File: config.mk
export PLATFORM = sky130hd
export DESIGN_NAME = uart_rx_fifo
export DESIGN_NICKNAME = d
export VERILOG_FILES = /design/src/rtl/uart_rx_fifo.sv
export SDC_FILE = /design/constraint.sdc
export NUM_CORES = 1
export LEC_CHECK = 0
export CORE_MARGIN = 4
export CORE_UTILIZATION = 61
export CTS_CLUSTER_DIAMETER = 100
export DETAILED_ROUTE_END_ITERATION = 8
export PLACE_DENSITY = 0.9
export SLEW_MARGIN = 20
export SYNTH_ARGS = -nofsm -noshare
export SYNTH_HDL_FRONTEND = slang
export SYNTH_SLANG_ARGS = --single-unit
File: constraint.sdc
create_clock -name clk -period 4.75 [get_ports clk]
set_input_delay 1.425 -clock clk [delete_from_list [all_inputs] [get_ports clk]]
set_output_delay 1.425 -clock clk [all_outputs]
set_load 0.005 [all_outputs]
File: src/rtl/uart_rx_fifo.sv
// uart_rx_fifo
// Receives an 8N1 UART stream (LSB first, fixed baud) and queues the bytes
// in a show-ahead FIFO. A valid/ready interface drains the FIFO.
//
// Optional feature macro: UART_RX_PARITY_EN adds an even-parity bit after
// the data bits and a sticky parity_err_o output.
//
// Ports:
//   clk          system clock, rising edge
//   rst          synchronous active-high reset
//   uart_rx_i    asynchronous serial input, idles high
//   m_data_o     byte at FIFO head (meaningful only while m_valid_o=1)
//   m_valid_o    FIFO non-empty
//   m_ready_i    consumer accepts the head byte when m_valid_o=1
//   level_o      FIFO occupancy, 0..FIFO_DEPTH
//   overflow_o   sticky: a received byte was dropped because the FIFO was full
//   frame_err_o  sticky: a stop bit was sampled low
//   parity_err_o sticky: parity mismatch (UART_RX_PARITY_EN only)
//   clr_err_i    pulse clearing the sticky flags; a coincident error wins
module uart_rx_fifo #(
    parameter int CLKS_PER_BIT = 434,
    parameter int FIFO_DEPTH   = 16
) (
    input  logic                          clk,
    input  logic                          rst,
    input  logic                          uart_rx_i,
    output logic [7:0]                    m_data_o,
    output logic                          m_valid_o,
    input  logic                          m_ready_i,
    output logic [$clog2(FIFO_DEPTH):0]   level_o,
    output logic                          overflow_o,
    output logic                          frame_err_o,
`ifdef UART_RX_PARITY_EN
    output logic                          parity_err_o,
`endif
    input  logic                          clr_err_i
);

    localparam int          PTR_W     = $clog2(FIFO_DEPTH);
    localparam logic [15:0] HALF_LOAD = 16'(CLKS_PER_BIT / 2 - 1);
    localparam logic [15:0] FULL_LOAD = 16'(CLKS_PER_BIT - 1);

    typedef enum logic [2:0] {
        ST_IDLE,
        ST_START,
        ST_DATA,
`ifdef UART_RX_PARITY_EN
        ST_PARITY,
`endif
        ST_STOP,
        ST_WAIT_HIGH
    } state_t;

    // ---------------- input synchronizer ----------------
    logic rx_meta_reg, rx_s_reg;

    always_ff @(posedge clk) begin
        if (rst) begin
            rx_meta_reg <= 1'b1;
            rx_s_reg    <= 1'b1;
        end else begin
            rx_meta_reg <= uart_rx_i;
            rx_s_reg    <= rx_meta_reg;
        end
    end

    // ---------------- receive FSM ----------------
    state_t      state_reg, state_next;
    logic [15:0] baud_reg, baud_next;
    logic [2:0]  bit_idx_reg, bit_idx_next;
    logic [7:0]  shift_reg, shift_next;
    logic        push;
    logic        frame_set;
`ifdef UART_RX_PARITY_EN
    logic        parity_bad_reg, parity_bad_next;
    logic        parity_set;
`endif

    always_ff @(posedge clk) begin
        if (rst) begin
            state_reg   <= ST_IDLE;
            baud_reg    <= '0;
            bit_idx_reg <= '0;
            shift_reg   <= '0;
`ifdef UART_RX_PARITY_EN
            parity_bad_reg <= 1'b0;
`endif
        end else begin
            state_reg   <= state_next;
            baud_reg    <= baud_next;
            bit_idx_reg <= bit_idx_next;
            shift_reg   <= shift_next;
`ifdef UART_RX_PARITY_EN
            parity_bad_reg <= parity_bad_next;
`endif
        end
    end

    always_comb begin
        state_next   = state_reg;
        baud_next    = baud_reg;
        bit_idx_next = bit_idx_reg;
        shift_next   = shift_reg;
        push         = 1'b0;
        frame_set    = 1'b0;
`ifdef UART_RX_PARITY_EN
        parity_bad_next = parity_bad_reg;
        parity_set      = 1'b0;
`endif
        // Every timed state counts down and acts on the cycle the counter is 0.
        if (state_reg != ST_IDLE && state_reg != ST_WAIT_HIGH && baud_reg != 16'd0)
            baud_next = baud_reg - 16'd1;

        case (state_reg)
            ST_IDLE: begin
                if (!rx_s_reg) begin
                    baud_next  = HALF_LOAD;
                    state_next = ST_START;
                end
            end
            ST_START: begin
                if (baud_reg == 16'd0) begin
                    if (!rx_s_reg) begin
                        baud_next    = FULL_LOAD;
                        bit_idx_next = 3'd0;
                        state_next   = ST_DATA;
                    end else begin
                        // Start bit vanished by mid-bit: treat it as a glitch.
                        state_next = ST_IDLE;
                    end
                end
            end
            ST_DATA: begin
                if (baud_reg == 16'd0) begin
                    shift_next   = {rx_s_reg, shift_reg[7:1]};
                    baud_next    = FULL_LOAD;
                    bit_idx_next = bit_idx_reg + 3'd1;
                    if (bit_idx_reg == 3'd7) begin
`ifdef UART_RX_PARITY_EN
                        state_next = ST_PARITY;
`else
                        state_next = ST_STOP;
`endif
                    end
                end
            end
`ifdef UART_RX_PARITY_EN
            ST_PARITY: begin
                if (baud_reg == 16'd0) begin
                    // Even parity: the parity bit equals the XOR of the data bits.
                    parity_bad_next = (rx_s_reg != ^shift_reg);
                    parity_set      = (rx_s_reg != ^shift_reg);
                    baud_next       = FULL_LOAD;
                    state_next      = ST_STOP;
                end
            end
`endif
            ST_STOP: begin
                if (baud_reg == 16'd0) begin
                    if (rx_s_reg) begin
`ifdef UART_RX_PARITY_EN
                        push = !parity_bad_reg;
`else
                        push = 1'b1;
`endif
                        state_next = ST_IDLE;
                    end else begin
                        frame_set  = 1'b1;
                        state_next = ST_WAIT_HIGH;
                    end
                end
            end
            ST_WAIT_HIGH: begin
                // Hold off until the line returns high so a break counts once.
                if (rx_s_reg)
                    state_next = ST_IDLE;
            end
            default: state_next = ST_IDLE;
        endcase
    end

    // ---------------- FIFO ----------------
    logic [7:0]     mem [FIFO_DEPTH];
    logic [PTR_W:0] wr_ptr_reg, rd_ptr_reg, rd_ptr_next;
    logic [7:0]     m_data_reg;
    logic           overflow_reg, frame_err_reg;
    logic           pop, full, wr_en, ovf_set;

    assign level_o     = wr_ptr_reg - rd_ptr_reg;
    assign m_valid_o   = (wr_ptr_reg != rd_ptr_reg);
    assign full        = (level_o == (PTR_W + 1)'(FIFO_DEPTH));
    assign pop         = m_valid_o && m_ready_i;
    // A simultaneous pop frees the slot, so a push into a full FIFO is legal then.
    assign wr_en       = push && (!full || pop);
    assign ovf_set     = push && full && !pop;
    assign rd_ptr_next = rd_ptr_reg + {{PTR_W{1'b0}}, pop};

    always_ff @(posedge clk) begin
        if (wr_en)
            mem[wr_ptr_reg[PTR_W-1:0]] <= shift_reg;
    end

    // Registered show-ahead read: prefetch the next head, bypassing the
    // byte being written when it becomes the head on this edge.
    always_ff @(posedge clk) begin
        if (rst)
            m_data_reg <= '0;
        else if (wr_en && (wr_ptr_reg[PTR_W-1:0] == rd_ptr_next[PTR_W-1:0]))
            m_data_reg <= shift_reg;
        else
            m_data_reg <= mem[rd_ptr_next[PTR_W-1:0]];
    end

    always_ff @(posedge clk) begin
        if (rst) begin
            wr_ptr_reg    <= '0;
            rd_ptr_reg    <= '0;
            overflow_reg  <= 1'b0;
            frame_err_reg <= 1'b0;
        end else begin
            wr_ptr_reg    <= wr_ptr_reg + {{PTR_W{1'b0}}, wr_en};
            rd_ptr_reg    <= rd_ptr_next;
            overflow_reg  <= ovf_set   | (overflow_reg  & ~clr_err_i);
            frame_err_reg <= frame_set | (frame_err_reg & ~clr_err_i);
        end
    end

`ifdef UART_RX_PARITY_EN
    logic parity_err_reg;

    always_ff @(posedge clk) begin
        if (rst)
            parity_err_reg <= 1'b0;
        else
            parity_err_reg <= parity_set | (parity_err_reg & ~clr_err_i);
    end

    assign parity_err_o = parity_err_reg;
`endif

    assign m_data_o    = m_data_reg;
    assign overflow_o  = overflow_reg;
    assign frame_err_o = frame_err_reg;

endmodule

==> run_results.csv, run 1 <==
group,metric,value,unit
run_status,status,"completed",
clocking,clkTransAtPathRegs,60,ps
yosys,async_flop_share,0,
sta,rsz0062_at_grt,"false",
pwr,p_leak,2.87,nW
yosys,synth_flop_cell,"edfxtp_1",
yosys,syn_area_per_cell,14.0,um2
yosys,ys_ff_latch,180,
sta,worst_pin_slew,925,ps
grt,grt_pass1_wl,25400,um
pwr,p_int,2.48,mW
clocking,cts_tree,"built",
yosys,synth_most_common_cell,"edfxtp_1",
setup_path,required,3320,ps
floorplanning,start_util,0.629,
drt,drc,0,
pwr,vdd_drop_max,235,uV
drt,via_per_inst,6.15,
final_layout,layout-area-overhead-vs-synth,12.1,%
sta,finalMaxSlewViolations,0,
clocking,clock_path_buffers,2,
pwr,p_comb_frac,0.047,
drt,avgRoutedWirePerCell,21.0,um
final_layout,largest_reg_flops,128,
floorplanning,num_io_pins,21,
clocking,htree_levels,4,
setup_path,cp-end-kind,"output port",
sta,max_freq,0.224,GHz
pwr,switching_share,0.205,
drt,ant_nets,0,
clocking,tritoncts.num_buffers,17,
sta,fin_crit_sh,0.939,
yosys,yosys_warnings,0,
drt,routed_wirelength,15800,um
yosys,synth-edff-count,128,
sta,slew_headroom,0.381,
sta,fin_tns_setup,0,ps
sta,setup_viol,0,
grt,grt-ovfl-total,0,
floorplanning,fp.dieH,120,um
clocking,holdBufCountCts,0,
final_layout,final_cells,753,
yosys,yosysSeqAreaShare,0.641,
sta,fin_skew,9.53,ps
yosys,yosysUniqueCellTypes,51,
clocking,cts.sinks,180,
drt,drtIter0Drc,606,
setup_path,cp_max_fo,8,
floorplanning,dieArea,0.0143,mm2
place,gp_congestion,0.892,
setup_path,crit_arrival,3030,ps
job,maxCapViolations,0,
setup_path,reg2regPathDepth,10,
pwr,netSwitchingPower,0.639,mW
clocking,cts_setup_buffers,0,
sta,finalHoldViolCount,0,
yosys,syn-num-nets,562,
pwr,power,3.12,mW
yosys,postSynthCellCount,544,
floorplanning,dieWidth,120,um
place,portBuffers,20,
setup_path,critical_path_class,"reg -> out",
clocking,root_buffer,"clkbuf_16",
clocking,clk_latency,430,ps
yosys,syn_area,0.00762,mm2
clocking,post_cts_resized,0,
pwr,p_per_area,365,mW/mm2
grt,grt_antenna_before_repair,0,
floorplanning,rows,40,
yosys,synth_common_cells,"edfxtp_1 (128), nor2_1 (55), dfxtp_1 (52)",
pwr,power_frac_clock,0.410,
place,dpl.cell_count,721,
hold_path,min_path_type,"reg -> reg",
floorplanning,core,0.0121,mm2
yosys,synth_largest_area_cell,"edfxtp_1",
drt,drt_first_pass_iters,8,
grt,grt_max_degree,32,
final_layout,finish.utilization,0.705,
final_layout,fill_cells,775,
sta,period_minus_slack,4460,ps
final_layout,drive_above_1_share,0.125,
hold_path,hold_depth,1,
drt,vias,4628,
grt,grt.total_usage,0.235,
place,detailed_place_hpwl,10200,um
pwr,pwr-share-seq,0.542,
yosys,synth_top_area_share,0.505,
final_layout,antenna_cells,0,
final_layout,nets,590,
grt,grt_pass1_vias,4732,
yosys,synth_top_cells_by_area,"edfxtp_1 (50%), dfxtp_1 (14%), mux2i_1 (6.3%), mux4_2 (5.3%), nor2_1 (2.7%)",
setup_path,start_kind,"flop",
kinds of logic (layout without fill, tap and decap cells):
logic type               after synthesis  in the layout  share of synthesized area
AO/OA/AOI/OAI                         57             57                     0.0522
XOR/XNOR                              26             26                     0.0299
adder cells (fa/ha/maj)               13             13                     0.0223
buffers and inverters                 41             82                     0.0268
flip-flops                           180            180                      0.641
multiplexers                          67             67                      0.118
AND/OR/NAND/NOR                      160            160                      0.110
routing by layer:
| metal | vias up | global-route usage | routed length [um] |
|---|---|---|---|
| li1 | 2099 | - | - |
| met1 | 2308 | 0.279 | 5920 |
| met4 | 0 | 0.107 | 417 |
| met2 | 187 | 0.405 | 8450 |
| met3 | 34 | 0.0589 | 1030 |
| met5 | - | 0 | 0 |
cells in the final DEF (no fill, tap or decap), drive strengths merged, types with 12 or more instances in the layout:
cell type      count
a21oi             13
a22oi             17
buf               16
clkbuf            27
clkdlybuf4s50     20
dfxtp             52
edfxtp           128
ha                12
inv               15
mux2i             48
mux4              18
nand2             33
nand2b            13
nor2              55
xor2              15
stage by stage:
stage | area (um2) | setup slack, ps | hold slack, ps
after global routing | 8540 | 51.9 | 432
after detailed placement | 8000 | 581 | 399
after floorplan | 7620 | 1340 | 389
after global placement | 8000 | 624 | 401
after CTS | 8540 | 295 | 417
final | 8540 | 292 | 415
cell type report:
type	count	area, um2	share of cell area
sequential	180	4880	0.572
multi-input combinational	323	2540	0.297
clock buffer	27	483	0.0565
timing repair buffer	36	320	0.0375
tap	168	210	0.0246
clock inverter	5	53.8	0.00630
inverter	14	52.6	0.00615
power groups by stage:
| stage | Sequential (mW) | Combinational (mW) | Clock [mW] |
|---|---|---|---|
| final | 1.69 | 0.148 | 1.28 |
| after global routing | 1.69 | 0.163 | 1.36 |
| after CTS | 1.69 | 0.144 | 1.29 |
| after detailed placement | 1.72 | 0.141 | 0 |
| after global placement | 1.72 | 0.135 | 0 |
| after floorplan | 1.72 | 0.121 | 0 |
path summary, 6_finish.rpt:
path | endpoint | from | slack (ps)
setup / recovery | level_o[4] | wr_ptr_reg[0] | 290
hold / removal | rx_s_reg | rx_meta_reg | 420
setup reg to reg | m_data_o[5] | wr_ptr_reg[2] | 1250
hold reg to reg | rx_s_reg | rx_meta_reg | 420
critical path, cell delays in order (launching register included):
cell	delay [ps]
dfxtp_1	490
inv_1	130
ha_1	250
fa_1	410
nand2b_1	160
a21oi_1	170
xor2_1	450
inv_1	90
clkdlybuf4s50_1	460
No activity file was read; power rests on OpenSTA's default activity.
==> inputs of run 2 (changes only) <==
Settings changed: REMOVE_ABC_BUFFERS set to 1.
==> run 2 against run 1 <==
  * Via count rose by 0.58%
  * Hold slack improved by 28 ps
  * Clock skew barely moved
  * Critical path type unchanged
  * Largest cell class unchanged
  * Die area did not move
  * Sequential share of layout area fell by 0.37 points
  * Non-clock buffer count fell by 2
  * Critical path depth did not move
  * Sequential cell count did not move
  * Clock-buffer cell count fell by 8
  * Final cell count fell by 0.27%
  * Sequential power barely moved
==> run_results.csv, run 2 (synthesized netlist as in run 1, its figures left out) <==
group,metric,value,unit
final_layout,nets,588,
sta,slew_headroom,0.243,
job,maxCapViolations,0,
sta,fin_skew,9.26,ps
grt,grt_antenna_before_repair,0,
grt,grt_pass1_wl,25500,um
sta,worst_pin_slew,1120,ps
grt,grt-ovfl-total,0,
drt,avgRoutedWirePerCell,21.1,um
drt,via_per_inst,6.20,
clocking,post_cts_resized,0,
drt,ant_nets,0,
final_layout,largest_reg_flops,128,
setup_path,crit_arrival,3110,ps
drt,vias,4655,
drt,routed_wirelength,15900,um
sta,setup_viol,0,
clocking,cts_tree,"built",
setup_path,reg2regPathDepth,8,
setup_path,start_kind,"flop",
place,portBuffers,20,
floorplanning,fp.dieH,120,um
sta,period_minus_slack,4530,ps
setup_path,cp-end-kind,"output port",
final_layout,layout_common_cells,"edfxtp_1 (128), nor2_1 (55), dfxtp_1 (52)",
final_layout,layout-area-overhead-vs-synth,12.9,%
floorplanning,dieArea,0.0143,mm2
run_status,status,"completed",
sta,max_freq,0.221,GHz
grt,grt_max_degree,24,
floorplanning,start_util,0.629,
clocking,clk_latency,430,ps
drt,drtIter0Drc,547,
clocking,clock_path_buffers,2,
pwr,vdd_drop_max,245,uV
grt,grt_pass1_vias,4715,
clocking,htree_levels,4,
place,gp_congestion,0.917,
final_layout,drive_above_1_share,0.130,
floorplanning,core,0.0121,mm2
pwr,p_leak,2.89,nW
hold_path,hold_path_startpoint,"rx_meta_reg",
hold_path,min_path_type,"reg -> reg",
setup_path,critical_path_class,"reg -> out",
setup_path,required,3320,ps
place,detailed_place_hpwl,10300,um
grt,grt.total_usage,0.236,
sta,rsz0062_at_grt,"false",
clocking,cts.sinks,180,
setup_path,endpoint,"level_o[4]",
drt,drc,0,
setup_path,reg2reg_to,"mem[7][1]",
final_layout,antenna_cells,0,
sta,fin_crit_sh,0.954,
clocking,tritoncts.num_buffers,17,
clocking,clkTransAtPathRegs,70,ps
setup_path,r2r_start,"wr_ptr_reg[0]",
sta,hold_ws,443,ps
floorplanning,num_io_pins,21,
clocking,cts_setup_buffers,0,
clocking,holdBufCountCts,0,
sta,fin_tns_setup,0,ps
setup_path,cp_max_fo,8,
clocking,root_buffer,"clkbuf_16",
final_layout,fill_cells,760,
final_layout,final_common_cell,"edfxtp_1",
sta,finalMaxSlewViolations,0,
setup_path,rrSetupSlack,1030,ps
drt,drt_first_pass_iters,5,
pwr,p_per_area,376,mW/mm2
sta,finalHoldViolCount,0,
floorplanning,rows,40,
setup_path,critPathLaunch,"wr_ptr_reg[0]",
floorplanning,dieWidth,120,um
run 2: cell count changes in the layout (fill, tap and decap cells not counted), sizes merged:
cell      previous run  this run
bufinv               1         3
buf                 16        14
clkinv               2         5
clkbuf              27        19
clkinvlp             1         4
run 2: critical path, cell delays in order (launching register included):
cell             delay (ps)
dfxtp_1                 530
inv_1                   130
ha_1                    240
fa_1                    390
nand2b_1                160
a21oi_1                 150
xor2_1                  500
inv_1                   100
clkdlybuf4s50_1         470
run 2: worst min-delay path by stage:
stage | endpoint | slack, ps | cells after the start
after floorplan | rx_s_reg | 390 | 1
after global placement | rx_s_reg | 400 | 1
after detailed placement | rx_s_reg | 420 | 1
after CTS | rx_s_reg | 440 | 1
after global routing | rx_s_reg | 460 | 1
final | rx_s_reg | 440 | 1
run 2: through the flow:
| stage | util | setup slack [ps] | area, um2 | total power, mW | std cells |
|---|---|---|---|---|---|
| 3_5_place_dp | 0.660 | 699 | 8000 | 1.87 | 719 |
| 5_1_grt | 0.710 | 99.0 | 8600 | 3.34 | 751 |
| 3_3_place_gp | 0.660 | 772 | 8000 | 1.86 | 719 |
| 4_1_cts | 0.709 | 248 | 8590 | 3.24 | 751 |
| 2_1_floorplan | - | 355 | 7470 | 1.82 | 517 |
| 6_report | 0.710 | 220 | 8600 | 3.23 | 751 |
run 2: area by class of cell:
cell class,count,area (um2),area share
inverter,14,52.6,0.00611
sequential,180,4880,0.568
clock buffer,19,433,0.0503
tap,168,210,0.0244
multi-input combinational,323,2540,0.296
clock inverter,13,159,0.0185
timing repair buffer,34,318,0.0370
run 2: metal layers:
layer  part of all wire  up-vias  global-route usage
met5                  0        -                   0
met4              0.030        0              0.0981
met3              0.073       47              0.0561
met2               0.52      210               0.403
met1               0.38     2293               0.289
li1                   -     2105                   -
run 2: power by group:
group	switching (mW)	leakage, nW	internal [mW]
Sequential	0.0176	1.61	1.67
Clock	0.571	0.275	0.825
Combinational	0.0916	1.00	0.0547
